[src/rtl/vga_timing_pkg.sv]
// Shared constants and types for the VGA raster timing generator.
// Default timing is 640x480@60 with the 521-line vertical variant.
package vga_timing_pkg;

  localparam int unsigned COORD_W = 10;
  localparam int unsigned CNT_W   = 11;

  localparam int unsigned DEF_H_DISP = 640;
  localparam int unsigned DEF_H_FP   = 16;
  localparam int unsigned DEF_H_SYNC = 96;
  localparam int unsigned DEF_H_BP   = 48;
  localparam int unsigned DEF_V_DISP = 480;
  localparam int unsigned DEF_V_FP   = 10;
  localparam int unsigned DEF_V_SYNC = 2;
  localparam int unsigned DEF_V_BP   = 29;

  typedef enum logic [1:0] {
    PhSync,
    PhBack,
    PhDisp,
    PhFront
  } phase_e;

endpackage

[src/rtl/vga_axis_counter.sv]
// One raster axis: counts sync, back porch, display, front porch and wraps.
// Advances only when advance is high; reports phase and end-of-axis.
module vga_axis_counter
  import vga_timing_pkg::*;
#(
  parameter int unsigned SYNC = 96,
  parameter int unsigned BP   = 48,
  parameter int unsigned DISP = 640,
  parameter int unsigned FP   = 16
) (
  input  logic             clk,
  input  logic             rst,
  input  logic             advance,
  output logic [CNT_W-1:0] cnt,
  output phase_e           phase,
  output logic             wrap,
  output logic             in_disp
);

  localparam int unsigned TOT = SYNC + BP + DISP + FP;
  localparam logic [CNT_W-1:0] LAST       = CNT_W'(TOT - 1);
  localparam logic [CNT_W-1:0] BP_START   = CNT_W'(SYNC);
  localparam logic [CNT_W-1:0] DISP_START = CNT_W'(SYNC + BP);
  localparam logic [CNT_W-1:0] FP_START   = CNT_W'(SYNC + BP + DISP);

  if (TOT > 2 ** CNT_W) begin : g_width_check
    $error("vga_axis_counter: axis total does not fit the counter width");
  end

  always_ff @(posedge clk) begin
    if (rst) begin
      cnt <= '0;
    end else if (advance) begin
      cnt <= wrap ? '0 : cnt + 1'b1;
    end
  end

  always_comb begin
    phase = PhFront;
    if (cnt < BP_START) begin
      phase = PhSync;
    end else if (cnt < DISP_START) begin
      phase = PhBack;
    end else if (cnt < FP_START) begin
      phase = PhDisp;
    end
  end

  assign wrap    = (cnt == LAST);
  assign in_disp = (phase == PhDisp);

endmodule

[src/rtl/vga_timing_gen.sv]
// Parametrised VGA timing generator with a one-tick pixel pipeline.
// Define VGA_TEST_PATTERN_EN to replace pixel_color with 8 vertical colour bars.
module vga_timing_gen
  import vga_timing_pkg::*;
#(
  parameter int unsigned COLOR_W  = 3,
  parameter int unsigned CLK_DIV  = 2,
  parameter int unsigned H_DISP   = DEF_H_DISP,
  parameter int unsigned H_FP     = DEF_H_FP,
  parameter int unsigned H_SYNC   = DEF_H_SYNC,
  parameter int unsigned H_BP     = DEF_H_BP,
  parameter int unsigned V_DISP   = DEF_V_DISP,
  parameter int unsigned V_FP     = DEF_V_FP,
  parameter int unsigned V_SYNC   = DEF_V_SYNC,
  parameter int unsigned V_BP     = DEF_V_BP,
  parameter logic        SYNC_POL = 1'b0
) (
  input  logic               clk,
  input  logic               rst,
  input  logic [COLOR_W-1:0] pixel_color,
  output logic               pixel_req,
  output logic [COORD_W-1:0] pixel_x,
  output logic [COORD_W-1:0] pixel_y,
  output logic               frame_start,
  output logic               line_start,
  output logic [COLOR_W-1:0] color,
  output logic               hSync,
  output logic               vSync
);

  localparam int unsigned DIV_W = (CLK_DIV > 1) ? $clog2(CLK_DIV) : 1;
  localparam logic [CNT_W-1:0] H_OFF = CNT_W'(H_SYNC + H_BP);
  localparam logic [CNT_W-1:0] V_OFF = CNT_W'(V_SYNC + V_BP);

  if (CLK_DIV < 1 || H_DISP > 2 ** COORD_W || V_DISP > 2 ** COORD_W) begin : g_param_check
    $error("vga_timing_gen: CLK_DIV must be >= 1 and display sizes must fit COORD_W");
  end

  logic [DIV_W-1:0] div_cnt;
  logic             tick;

  assign tick = (div_cnt == DIV_W'(CLK_DIV - 1));

  always_ff @(posedge clk) begin
    if (rst || tick) begin
      div_cnt <= '0;
    end else begin
      div_cnt <= div_cnt + 1'b1;
    end
  end

  logic [CNT_W-1:0] h_cnt, v_cnt;
  phase_e           h_phase, v_phase;
  logic             h_wrap, h_in_disp, v_in_disp;
  logic             unused_v_wrap;

  vga_axis_counter #(
    .SYNC(H_SYNC),
    .BP  (H_BP),
    .DISP(H_DISP),
    .FP  (H_FP)
  ) u_h_axis (
    .clk    (clk),
    .rst    (rst),
    .advance(tick),
    .cnt    (h_cnt),
    .phase  (h_phase),
    .wrap   (h_wrap),
    .in_disp(h_in_disp)
  );

  vga_axis_counter #(
    .SYNC(V_SYNC),
    .BP  (V_BP),
    .DISP(V_DISP),
    .FP  (V_FP)
  ) u_v_axis (
    .clk    (clk),
    .rst    (rst),
    .advance(tick & h_wrap),
    .cnt    (v_cnt),
    .phase  (v_phase),
    .wrap   (unused_v_wrap),
    .in_disp(v_in_disp)
  );

  logic             disp;
  logic [CNT_W-1:0] h_off, v_off;
  logic             de_q, hs_q, vs_q, ls_q, fs_q;

  assign disp  = h_in_disp & v_in_disp;
  assign h_off = h_cnt - H_OFF;
  assign v_off = v_cnt - V_OFF;

  // Stage 0: sample the counters and issue the pixel request.
  always_ff @(posedge clk) begin
    if (rst) begin
      pixel_req <= 1'b0;
      pixel_x   <= '0;
      pixel_y   <= '0;
      de_q      <= 1'b0;
      hs_q      <= 1'b0;
      vs_q      <= 1'b0;
      ls_q      <= 1'b0;
      fs_q      <= 1'b0;
    end else begin
      pixel_req <= tick & disp;
      if (tick) begin
        de_q <= disp;
        hs_q <= (h_phase == PhSync);
        vs_q <= (v_phase == PhSync);
        ls_q <= (h_cnt == '0);
        fs_q <= (h_cnt == '0) && (v_cnt == '0);
        if (disp) begin
          pixel_x <= h_off[COORD_W-1:0];
          pixel_y <= v_off[COORD_W-1:0];
        end
      end
    end
  end

  logic [COLOR_W-1:0] next_color;

`ifdef VGA_TEST_PATTERN_EN
  logic [COORD_W+2:0] bar_scaled, bar_idx;
  logic               unused_pixel_color;

  assign unused_pixel_color = ^pixel_color;
  assign bar_scaled = {pixel_x, 3'b000};
  assign bar_idx    = bar_scaled / (COORD_W + 3)'(H_DISP);

  // Bar index is 3 bits; repeat it across wider colour buses.
  always_comb begin
    next_color = '0;
    for (int i = 0; i < COLOR_W; i++) begin
      next_color[i] = bar_idx[i % 3];
    end
  end
`else
  assign next_color = pixel_color;
`endif

  // Stage 1: colour and delayed sync/pulses leave together on the next tick.
  always_ff @(posedge clk) begin
    if (rst) begin
      color       <= '0;
      hSync       <= ~SYNC_POL;
      vSync       <= ~SYNC_POL;
      line_start  <= 1'b0;
      frame_start <= 1'b0;
    end else begin
      line_start  <= tick & ls_q;
      frame_start <= tick & fs_q;
      if (tick) begin
        color <= de_q ? next_color : '0;
        hSync <= hs_q ? SYNC_POL : ~SYNC_POL;
        vSync <= vs_q ? SYNC_POL : ~SYNC_POL;
      end
    end
  end

endmodule

[config.mk]
export PLATFORM = sky130hd
export DESIGN_NAME = vga_timing_gen
export DESIGN_NICKNAME = d
export VERILOG_FILES = /design/src/rtl/vga_timing_pkg.sv /design/src/rtl/vga_axis_counter.sv /design/src/rtl/vga_timing_gen.sv
export SDC_FILE = /design/constraint.sdc
export NUM_CORES = 1
export LEC_CHECK = 0
export CAP_MARGIN = 20
export CELL_PAD_IN_SITES_DETAIL_PLACEMENT = 1
export CELL_PAD_IN_SITES_GLOBAL_PLACEMENT = 1
export CORE_MARGIN = 4
export CORE_UTILIZATION = 30
export DETAILED_ROUTE_END_ITERATION = 6
export PLACE_DENSITY = 0.56
export SYNTH_ARGS = -nofsm -noshare
export SYNTH_HDL_FRONTEND = slang
export SYNTH_HIERARCHICAL = 1
export SYNTH_SLANG_ARGS = --single-unit
export TNS_END_PERCENT = 20
[constraint.sdc]
create_clock -name clk -period 5.9 [get_ports clk]
set_input_delay 1.77 -clock clk [delete_from_list [all_inputs] [get_ports clk]]
set_output_delay 1.77 -clock clk [all_outputs]
set_load 0.02 [all_outputs]
# --- Word level (Yosys, flattened, before mapping) ---
# Cells that the tools add are included.
totals:
  register_bits: 56
  in_bits: 5
  output_inout_bits: 28
op_classes:
  addsub: 5
  order_cmp: 6
  eq_ne: 4
  mux: 11
  n_bitwise: 5
  reduce_logical: 7
op_table:
  columns: ["op", "count"]
  rows:
  - ["adder 11 x 1 -> 11 bit, second input constant", 2]
  - ["equality test 11 x 10 -> 1 bit, second input constant", 2]
  - ["zero test 11 bit", 2]
  - ["two-way mux 11 bit", 2]
  - ["less-than comparator 11 x 10 -> 1 bit, second input constant", 1]
  - ["less-than comparator 11 x 2 -> 1 bit, second input constant", 1]
  - ["less-than comparator 11 x 5 -> 1 bit, second input constant", 1]
  - ["less-than comparator 11 x 7 -> 1 bit, second input constant", 1]
  - ["less-than comparator 11 x 8 -> 1 bit, second input constant", 1]
  - ["less-than comparator 11 x 9 -> 1 bit, second input constant", 1]
  - ["subtractor 10 x 5 -> 10 bit, second input constant", 1]
  - ["subtractor 10 x 8 -> 10 bit, second input constant", 1]
  - ["two-way mux 2 bit", 4]
  - ["AND 1 bit", 5]
  - ["equality test 2 bit, second input constant", 2]
  - ["zero test 2 bit", 2]
  - ["two-way mux 1 bit", 4]
  - ["two-way mux 3 bit", 1]
  - ["AND reduction 2 bit", 1]
  - ["adder 1 bit, second input constant", 1]
  - ["logical AND 1 bit", 1]
  - ["logical OR 1 bit", 1]

# --- Longest topological paths before layout ---
# Gate-level depths: netlist of the first run.
depth:
  depth_word: 7
  mapped_depth: 9
  ltp_nobuf: 8

# --- Cells and area by module ---
# Netlist of the first run, hierarchy kept.
by_module_without_submodules:
  columns: ["mod", "instances", "cells_per_inst", "area_each_um2", "seq_area_each_um2"]
  rows:
  - ["vga_timing_gen", 1, 167, 1462.7, 680.7]
  - ["vga_axis_counter (u_h_axis)", 1, 73, 634.4, 220.2]
  - ["vga_axis_counter (u_v_axis)", 1, 68, 589.3, 220.2]

# --- Worst setup path before layout of the first run ---
# No wires, ideal clock.
synth_timing:
  path_type: "input -> register"
  from: "input rst"
  to: "register pixel_y[0]"
  setup_time_ps: 138
  arrival_ps: 2375
  path_slack_ps: 3387
  stages: 3
  path_buffers: 2
  path_cell_list: "clkbuf_1 clkbuf_1 a211oi_1"
synth_rtl:
  columns: ["element", "line", "source"]
  rows:
  - ["start, declared", "vga_timing_gen.sv:19", "input logic rst,"]
  - ["end signal, assigned", "vga_timing_gen.sv:116", "pixel_y <= v_off[COORD_W-1:0];"]
  - ["end, declared", "vga_timing_gen.sv:23", "output logic [COORD_W-1:0] pixel_y,"]
# No word-level cell between the ends.

# --- Final worst setup path of the first run ---
layout_timing:
  from: "register pixel_y[5]"
  to: "output pixel_y[5]"
# No word-level cell between the ends.

==> metrics.yaml, run 1 <==
synth_most_common_cell: "sky130_fd_sc_hd__dfxtp_1"
worst_reg2reg_path_endpoint: "u_v_axis/cnt[10]"
crit_required_ns: 4.13
placeableCoreArea_sq_mm: 0.00872
route.antenna.remaining_nets: 0
power_density_mw_per_mm2: 202
die_h_microns: 103
edff_count_synth: 0
multi_input_area_sq_mm: 0.00144
post_synth_main_area_contributors: "sky130_fd_sc_hd__dfxtp_1 (42%), sky130_fd_sc_hd__nor2_1 (5.9%), sky130_fd_sc_hd__xnor2_1 (3.6%), sky130_fd_sc_hd__xor2_1 (3.6%), sky130_fd_sc_hd__a21oi_1 (3.4%)"
critical_path_cell_count: 1
first_global_vias: 2194
synth.avg_cell_area_sq_um: 8.72
tightestPinTransition_ns: 0.778
drv.max_cap_violation_count: 0
min-delay-path-class: "reg2reg"
htree_levels: 2
ff2ff_path_depth: 7
gpl.final_weighted_congestion: 0.745
wire_length_of_the_first_global_routing_pass_mm: 11.1
clkSlewWorstSetupHoldPaths_ns: 0.10
setup_tns_ns: 0
slew_violations: 0
critical-path-max-stage-delay_ns: 0.61
setup-violations-final: 0
grt_setup_unrepaired: "false"
ctsRootBufferMaster: "sky130_fd_sc_hd__clkbuf_8"
grt_max_degree: 39
post-route-period-util_pct: 51.7
post_detailed_placement_half_perimeter_wirelength_mm: 4.52
type_of_the_worst_setup_path: "reg2out"
total_buffers_and_inverters_traversed_by_the_critical_path: 1
cts_resized: 0
route.detailed.wl_per_inst_microns: 15.0
antenna_found_initial: 0
register_area_sq_mm: 0.00112
clock_latency_ns: 0.31
place_inst: 432
dr_wl_met2_mm: 2.76
p_sw_share_pct: 23.3
rows: 34
gr-total-overflow: 0
run_status: "complete, no violations"
crit_path_max_fanout: 2
rrSetupSlack_ns: 3.45
worstSetupStartpointType: "flip-flop"
maxSlewHeadroom_pct: 48.0
yosysSeqAreaShare_pct: 41.7
synth.distinct_cells: 47
finish.cell_count_without_fillers: 441
crit_path_top_delay_cell: "sky130_fd_sc_hd__clkdlybuf4s50_1"
netlist_area_sq_mm: 0.00269
drt_wl_total_mm: 6.60
die_w_microns: 103
detailroute.via_count: 2232
max_freq_mhz: 328
synth-seq-cells: 56
final_nets: 344
cts_setup_buffers: 0
synth_largest_type_area_fraction_pct: 41.7
async_set_or_reset_flop_fraction_in_the_synthesized_netlist_pct: 0
numClockSinks: 56
drt-initial-drc-count: 61
numCtsBuffers: 5
timing.final.hold_violations: 0
intPower_mw: 0.493
finClkSkew_ns: 0.00629
finalWorstPathRequiredPeriod_ns: 3.05
grt_util_all_layers_pct: 13.3
crit_start: "pixel_y[5]"
flow.area_growth_from_synthesis_pct: 18.4
met3_wirelength_microns: 189
cp-endpoint: "pixel_y[5]"
power.combinational.fraction_pct: 4.4
clock_power_share_pct: 34.5
synth_flop_cell: "sky130_fd_sc_hd__dfxtp_1"
endpoint_kind: "output port"
clock_tree_from_tritoncts: "done"
drcViolationCount: 0
synthesis.instances: 308
p_switching_mw: 0.150
fraction_of_layout_instances_using_a_drive_strength_above_1_pct: 5.71
cts_hold_buffers: 0
floorplan.initialDensity_pct: 30.8
cellLeakagePower_nw: 1.07
die-area_sq_mm: 0.0105
ir_drop_mv: 0.0924
via_per_inst: 5.06
drt_pass1_iterations: 5
worstPathArrival_ns: 1.28
top_layer_used: "met4"
fillers: 1051
cp_cell_instances: "clkdlybuf4s50_1"
port_buffers: 32
synth.cells.most_frequent: "sky130_fd_sc_hd__dfxtp_1 (56), sky130_fd_sc_hd__nor2_1 (42), sky130_fd_sc_hd__nand2_1 (23)"
synth_warnings: 6
cts_max_path_buffers: 2
worstReg2RegStart: "u_h_axis/cnt[7]"
met1_length_mm: 3.59
seq_power_share_pct: 61.2
synthesis.nets: 320
crit_family: "buffers and inverters"
synth_top_area_cell: "sky130_fd_sc_hd__dfxtp_1"
antenna_cells: 0
io_pins: 33
==> power by group through the flow <==
stage	logic [mW]	registers, mW	clock network [mW]
after CTS	0.0287	0.393	0.233
after floorplan	0.0224	0.397	0
after global placement	0.0281	0.402	0
after global routing	0.0317	0.395	0.245
after detailed placement	0.0284	0.402	0
final	0.0281	0.393	0.222
==> per-stage QoR <==
step | worst slack (ns) | total power [mW] | hold slack (ns) | instance area, sq um | util [%]
floorplan | 3.39 | 0.420 | 0.415 | 2690 | -
global placement | 2.75 | 0.430 | 0.437 | 3060 | 35.1
detailed placement | 2.74 | 0.431 | 0.442 | 3060 | 35.1
CTS | 2.82 | 0.655 | 0.457 | 3150 | 36.1
global route | 2.80 | 0.672 | 0.492 | 3180 | 36.5
finish | 2.85 | 0.643 | 0.447 | 3180 | 36.5
==> registers in the layout, summed over array words and instances (netlist names), 3 cells and up <==
signal        cells
color             3
u_h_axis/cnt     11
pixel_y          10
u_v_axis/cnt     11
pixel_x          10
==> cell type report <==
cell class	instances	area share, %
inverter	10	1.18
sequential	56	35.3
tap	108	4.25
timing repair buffer	34	11.2
multi-input combinational	225	45.3
clock buffer	8	2.83
==> layer usage <==
| metal | GRT usage, % | vias up |
|---|---|---|
| met1 | 19.3 | 1062 |
| met3 | 2.17 | 4 |
| met2 | 20.1 | 27 |
| met4 | 4.24 | 0 |
| li1 | - | 1139 |
| met5 | 0 | - |
==> kinds of logic (layout without fill, tap and decap cells) <==
family	Yosys count	after routing	synth area share (%)
flops	56	56	41.7
simple gates	135	135	26.3
fa+ha+maj	7	7	3.26
buf+inv	27	52	4.66
mux	5	5	1.91
xor+xnor	22	22	7.17
compound gates	56	56	15.0
==> how the worst min path moves through the flow <==
stage / depth (start not counted) / to / startpoint
floorplan: 2 / ls_q / ls_q
global placement: 2 / ls_q / ls_q
detailed placement: 2 / ls_q / ls_q
CTS: 2 / ls_q / ls_q
global route: 2 / ls_q / ls_q
finish: 2 / ls_q / ls_q
==> placed cells by master (no fill, tap or decap), types with 8 or more instances in the layout <==
| master | instances |
|---|---|
| sky130_fd_sc_hd__nor2_1 | 42 |
| sky130_fd_sc_hd__nand4_1 | 8 |
| sky130_fd_sc_hd__nand2_1 | 23 |
| sky130_fd_sc_hd__dfxtp_1 | 56 |
| sky130_fd_sc_hd__o21ai_0 | 11 |
| sky130_fd_sc_hd__nor4_1 | 9 |
| sky130_fd_sc_hd__xor2_1 | 11 |
| sky130_fd_sc_hd__nand3_1 | 13 |
| sky130_fd_sc_hd__clkdlybuf4s50_1 | 32 |
| sky130_fd_sc_hd__inv_1 | 10 |
| sky130_fd_sc_hd__xnor2_1 | 11 |
| sky130_fd_sc_hd__a21oi_1 | 18 |
| sky130_fd_sc_hd__a211oi_1 | 10 |
(Power assumes the default switching activity.)
==> run 2, diff against run 1 <==
--- a/config.mk
+++ b/config.mk
@@ -11,7 +11,7 @@
 export CORE_MARGIN = 4
 export CORE_UTILIZATION = 30
 export DETAILED_ROUTE_END_ITERATION = 6
-export PLACE_DENSITY = 0.56
+export PLACE_DENSITY = 0.58
 export SYNTH_ARGS = -nofsm -noshare
 export SYNTH_HDL_FRONTEND = slang
 export SYNTH_HIERARCHICAL = 1
==> constraint.sdc (replaced) <==
create_clock -name clk -period 2.7 [get_ports clk]
set_input_delay 0.81 -clock clk [delete_from_list [all_inputs] [get_ports clk]]
set_output_delay 0.81 -clock clk [all_outputs]
set_load 0.02 [all_outputs]
==> run 2 against run 1 <==
  * Worst setup slack worse by 2.4 ns
  * Register-to-register slack worse by 3.0 ns
  * Non-clock buffer count up 7
  * Via count up 0.99%
  * Critical path depth up 6
  * Clock power rose to 3.4 times the previous value
  * Sequential cell count unchanged
  * Routed wire length up 2.1%
  * Die area unchanged
  * Clock skew up 0.00055 ns
  * Design area up 3.2%
==> metrics.yaml, run 2 (synthesized netlist as in run 1, its figures left out) <==
place_worst_setup_slack_ns: 0.471  # -2.27 ns
finClkSkew_ns: 0.00684  # +0.000550 ns
cts_max_path_buffers: 2  # unchanged
power.combinational.fraction_pct: 4.3  # about the same
finalWorstPathRequiredPeriod_ns: 2.24
drt_pass1_iterations: 4  # -1
setup-violations-final: 0  # unchanged
antenna_found_initial: 0  # unchanged
route.antenna.remaining_nets: 0  # unchanged
rows: 34  # unchanged
die_w_microns: 103  # unchanged
flow.area_growth_from_synthesis_pct: 22.1
tightestPinTransition_ns: 0.488  # -0.290 ns
most_common_cell_after_layout_fill_and_taps_aside: "sky130_fd_sc_hd__dfxtp_1"
final_nets: 351  # +2.0%
cts_resized: 0  # unchanged
seq_power_share_pct: 50.8  # -10 points
critical-path-max-stage-delay_ns: 0.56  # -0.05 ns
drcViolationCount: 0  # unchanged
ir_drop_mv: 0.195  # +110%
p_switching_mw: 0.344  # +130%
post-route-period-util_pct: 82.9
total_buffers_and_inverters_traversed_by_the_critical_path: 0  # -1
type_of_the_worst_setup_path: "reg2reg"
ctsRootBufferMaster: "sky130_fd_sc_hd__clkbuf_8"
drt-initial-drc-count: 63  # +3.3%
first_global_vias: 2180  # -0.64%
via_per_inst: 5.03  # -0.59%
layout_common_cells: "sky130_fd_sc_hd__dfxtp_1 (56), sky130_fd_sc_hd__nor2_1 (42), sky130_fd_sc_hd__clkdlybuf4s50_1 (32)"
numCtsBuffers: 5  # unchanged
drv.max_cap_violation_count: 0  # unchanged
endpoint_kind: "flip-flop"
io_pins: 33  # unchanged
crit_family: "simple AND/OR/NAND/NOR gates"
clock_tree_from_tritoncts: "done"
htree_levels: 2  # unchanged
clkSlewWorstSetupHoldPaths_ns: 0.10  # about the same
largestRegisters: "u_h_axis/cnt: 11 flops, u_v_axis/cnt: 11 flops"
max_freq_mhz: 447
finalPower_mw: 1.68  # +160%
wire_length_of_the_first_global_routing_pass_mm: 10.9  # -1.9%
power_density_mw_per_mm2: 512  # +150%
drt_wl_total_mm: 6.74  # +2.1%
timing.final.hold_violations: 0  # unchanged
crit_path_max_fanout: 12  # +10
fillers: 1019  # -3.0%
antenna_cells: 0  # unchanged
run_status: "complete, no violations"
post_detailed_placement_half_perimeter_wirelength_mm: 4.81  # +6.4%
maxSlewHeadroom_pct: 67.4  # +19 points
gr-total-overflow: 0  # unchanged
clock_latency_ns: 0.32  # about the same
route.detailed.wl_per_inst_microns: 15.0  # +0.54%
gpl.final_weighted_congestion: 0.735  # -1.3%
crit_path_top_delay_cell: "sky130_fd_sc_hd__or4_4"
cp_common_cell: "sky130_fd_sc_hd__nor4_1"
grt_max_degree: 32  # -18%
dpl_cell_area_sq_mm: 0.00312  # +2.0%
p_sw_share_pct: 20.5  # -2.8 points
finalWorstSetupSlack_ns: 0.462  # -2.39 ns
die-area_sq_mm: 0.0105  # unchanged
cts_hold_buffers: 0  # unchanged
setup_tns_ns: 0  # unchanged
worstSetupStartpointType: "flip-flop"
grt_setup_unrepaired: "false"
fin_area_sq_mm: 0.00328  # +3.2%
clock_power_share_pct: 44.9  # +10 points
fraction_of_layout_instances_using_a_drive_strength_above_1_pct: 8.24  # +2.5 points
die_h_microns: 103  # unchanged
cp_cell_instances: "or4_4 > nor4_1 > and2_1 > nand2_1 > nor4_1 > xnor2_1 > nor2_1"
intPower_mw: 1.34  # +170%
numClockSinks: 56  # unchanged
min-delay-path-class: "reg2reg"
crit_required_ns: 2.92  # -1.21 ns
cts_setup_buffers: 0  # unchanged
slew_violations: 0  # unchanged
port_buffers: 32  # unchanged
cellLeakagePower_nw: 1.13  # +5.9%
worstPathArrival_ns: 2.45  # +1.17 ns
placeableCoreArea_sq_mm: 0.00872  # unchanged
floorplan.initialDensity_pct: 30.8  # unchanged
detailroute.via_count: 2254  # +0.99%
grt_util_all_layers_pct: 13.2  # -0.096 points
==> run 2: cell count changes in the layout (fill, tap and decap cells not counted), sizes merged <==
cell    previous run  this run
bufinv             0         3
clkbuf             8         5
buf                2         9
==> run 2: cell type report <==
cell class	instances	area (sq um)	share of cell area (%)
multi-input combinational	225	1440	43.9
sequential	56	1120	34.2
timing repair buffer	41	388	11.8
tap	108	135	4.12
clock inverter	3	90.1	2.75
clock buffer	5	68.8	2.10
inverter	10	37.5	1.14
==> run 2: layer usage <==
| layer | track usage, % | wire length [microns] | part of all wire [%] | vias up |
|---|---|---|---|---|
| met5 | 0 | 0 | 0 | - |
| met4 | 3.63 | 77 | 1.1 | 0 |
| met3 | 2.23 | 214 | 3.2 | 8 |
| met2 | 20.2 | 2950 | 44 | 32 |
| met1 | 19.2 | 3500 | 52 | 1061 |
| li1 | - | - | - | 1153 |
==> run 2: power groups by stage <==
stage | registers (mW) | clock network [mW] | logic, mW
6_report | 0.852 | 0.754 | 0.0729
5_1_grt | 0.855 | 0.796 | 0.0819
4_1_cts | 0.853 | 0.776 | 0.0743
3_5_place_dp | 0.871 | 0 | 0.0740
3_3_place_gp | 0.871 | 0 | 0.0732
2_1_floorplan | 0.868 | 0 | 0.0490
==> run 2: path summary, 6_finish.rpt <==
| check | end | depth (start not counted) | from | slack, ns |
|---|---|---|---|---|
| hold reg to reg | ls_q | 2 | ls_q | 0.46 |
| setup reg to reg | u_v_axis/cnt[10] | 7 | u_h_axis/cnt[5] | 0.46 |
| hold / removal | ls_q | 2 | ls_q | 0.46 |
| setup / recovery | u_v_axis/cnt[10] | 7 | u_h_axis/cnt[5] | 0.46 |
==> run 2: tightest hold or removal path: stages (launching register included) <==
cell and delay [ns]:
sky130_fd_sc_hd__dfxtp_1 0.32, sky130_fd_sc_hd__nand2_1 0.05, sky130_fd_sc_hd__nand2_1 0.05
==> run 2: through the flow <==
stage | hold WS, ns | util, % | instances
floorplan | 0.415 | - | 308
global placement | 0.431 | 35.8 | 440
detailed placement | 0.447 | 35.8 | 440
CTS | 0.463 | 37.6 | 448
global route | 0.473 | 37.6 | 448
finish | 0.456 | 37.6 | 448
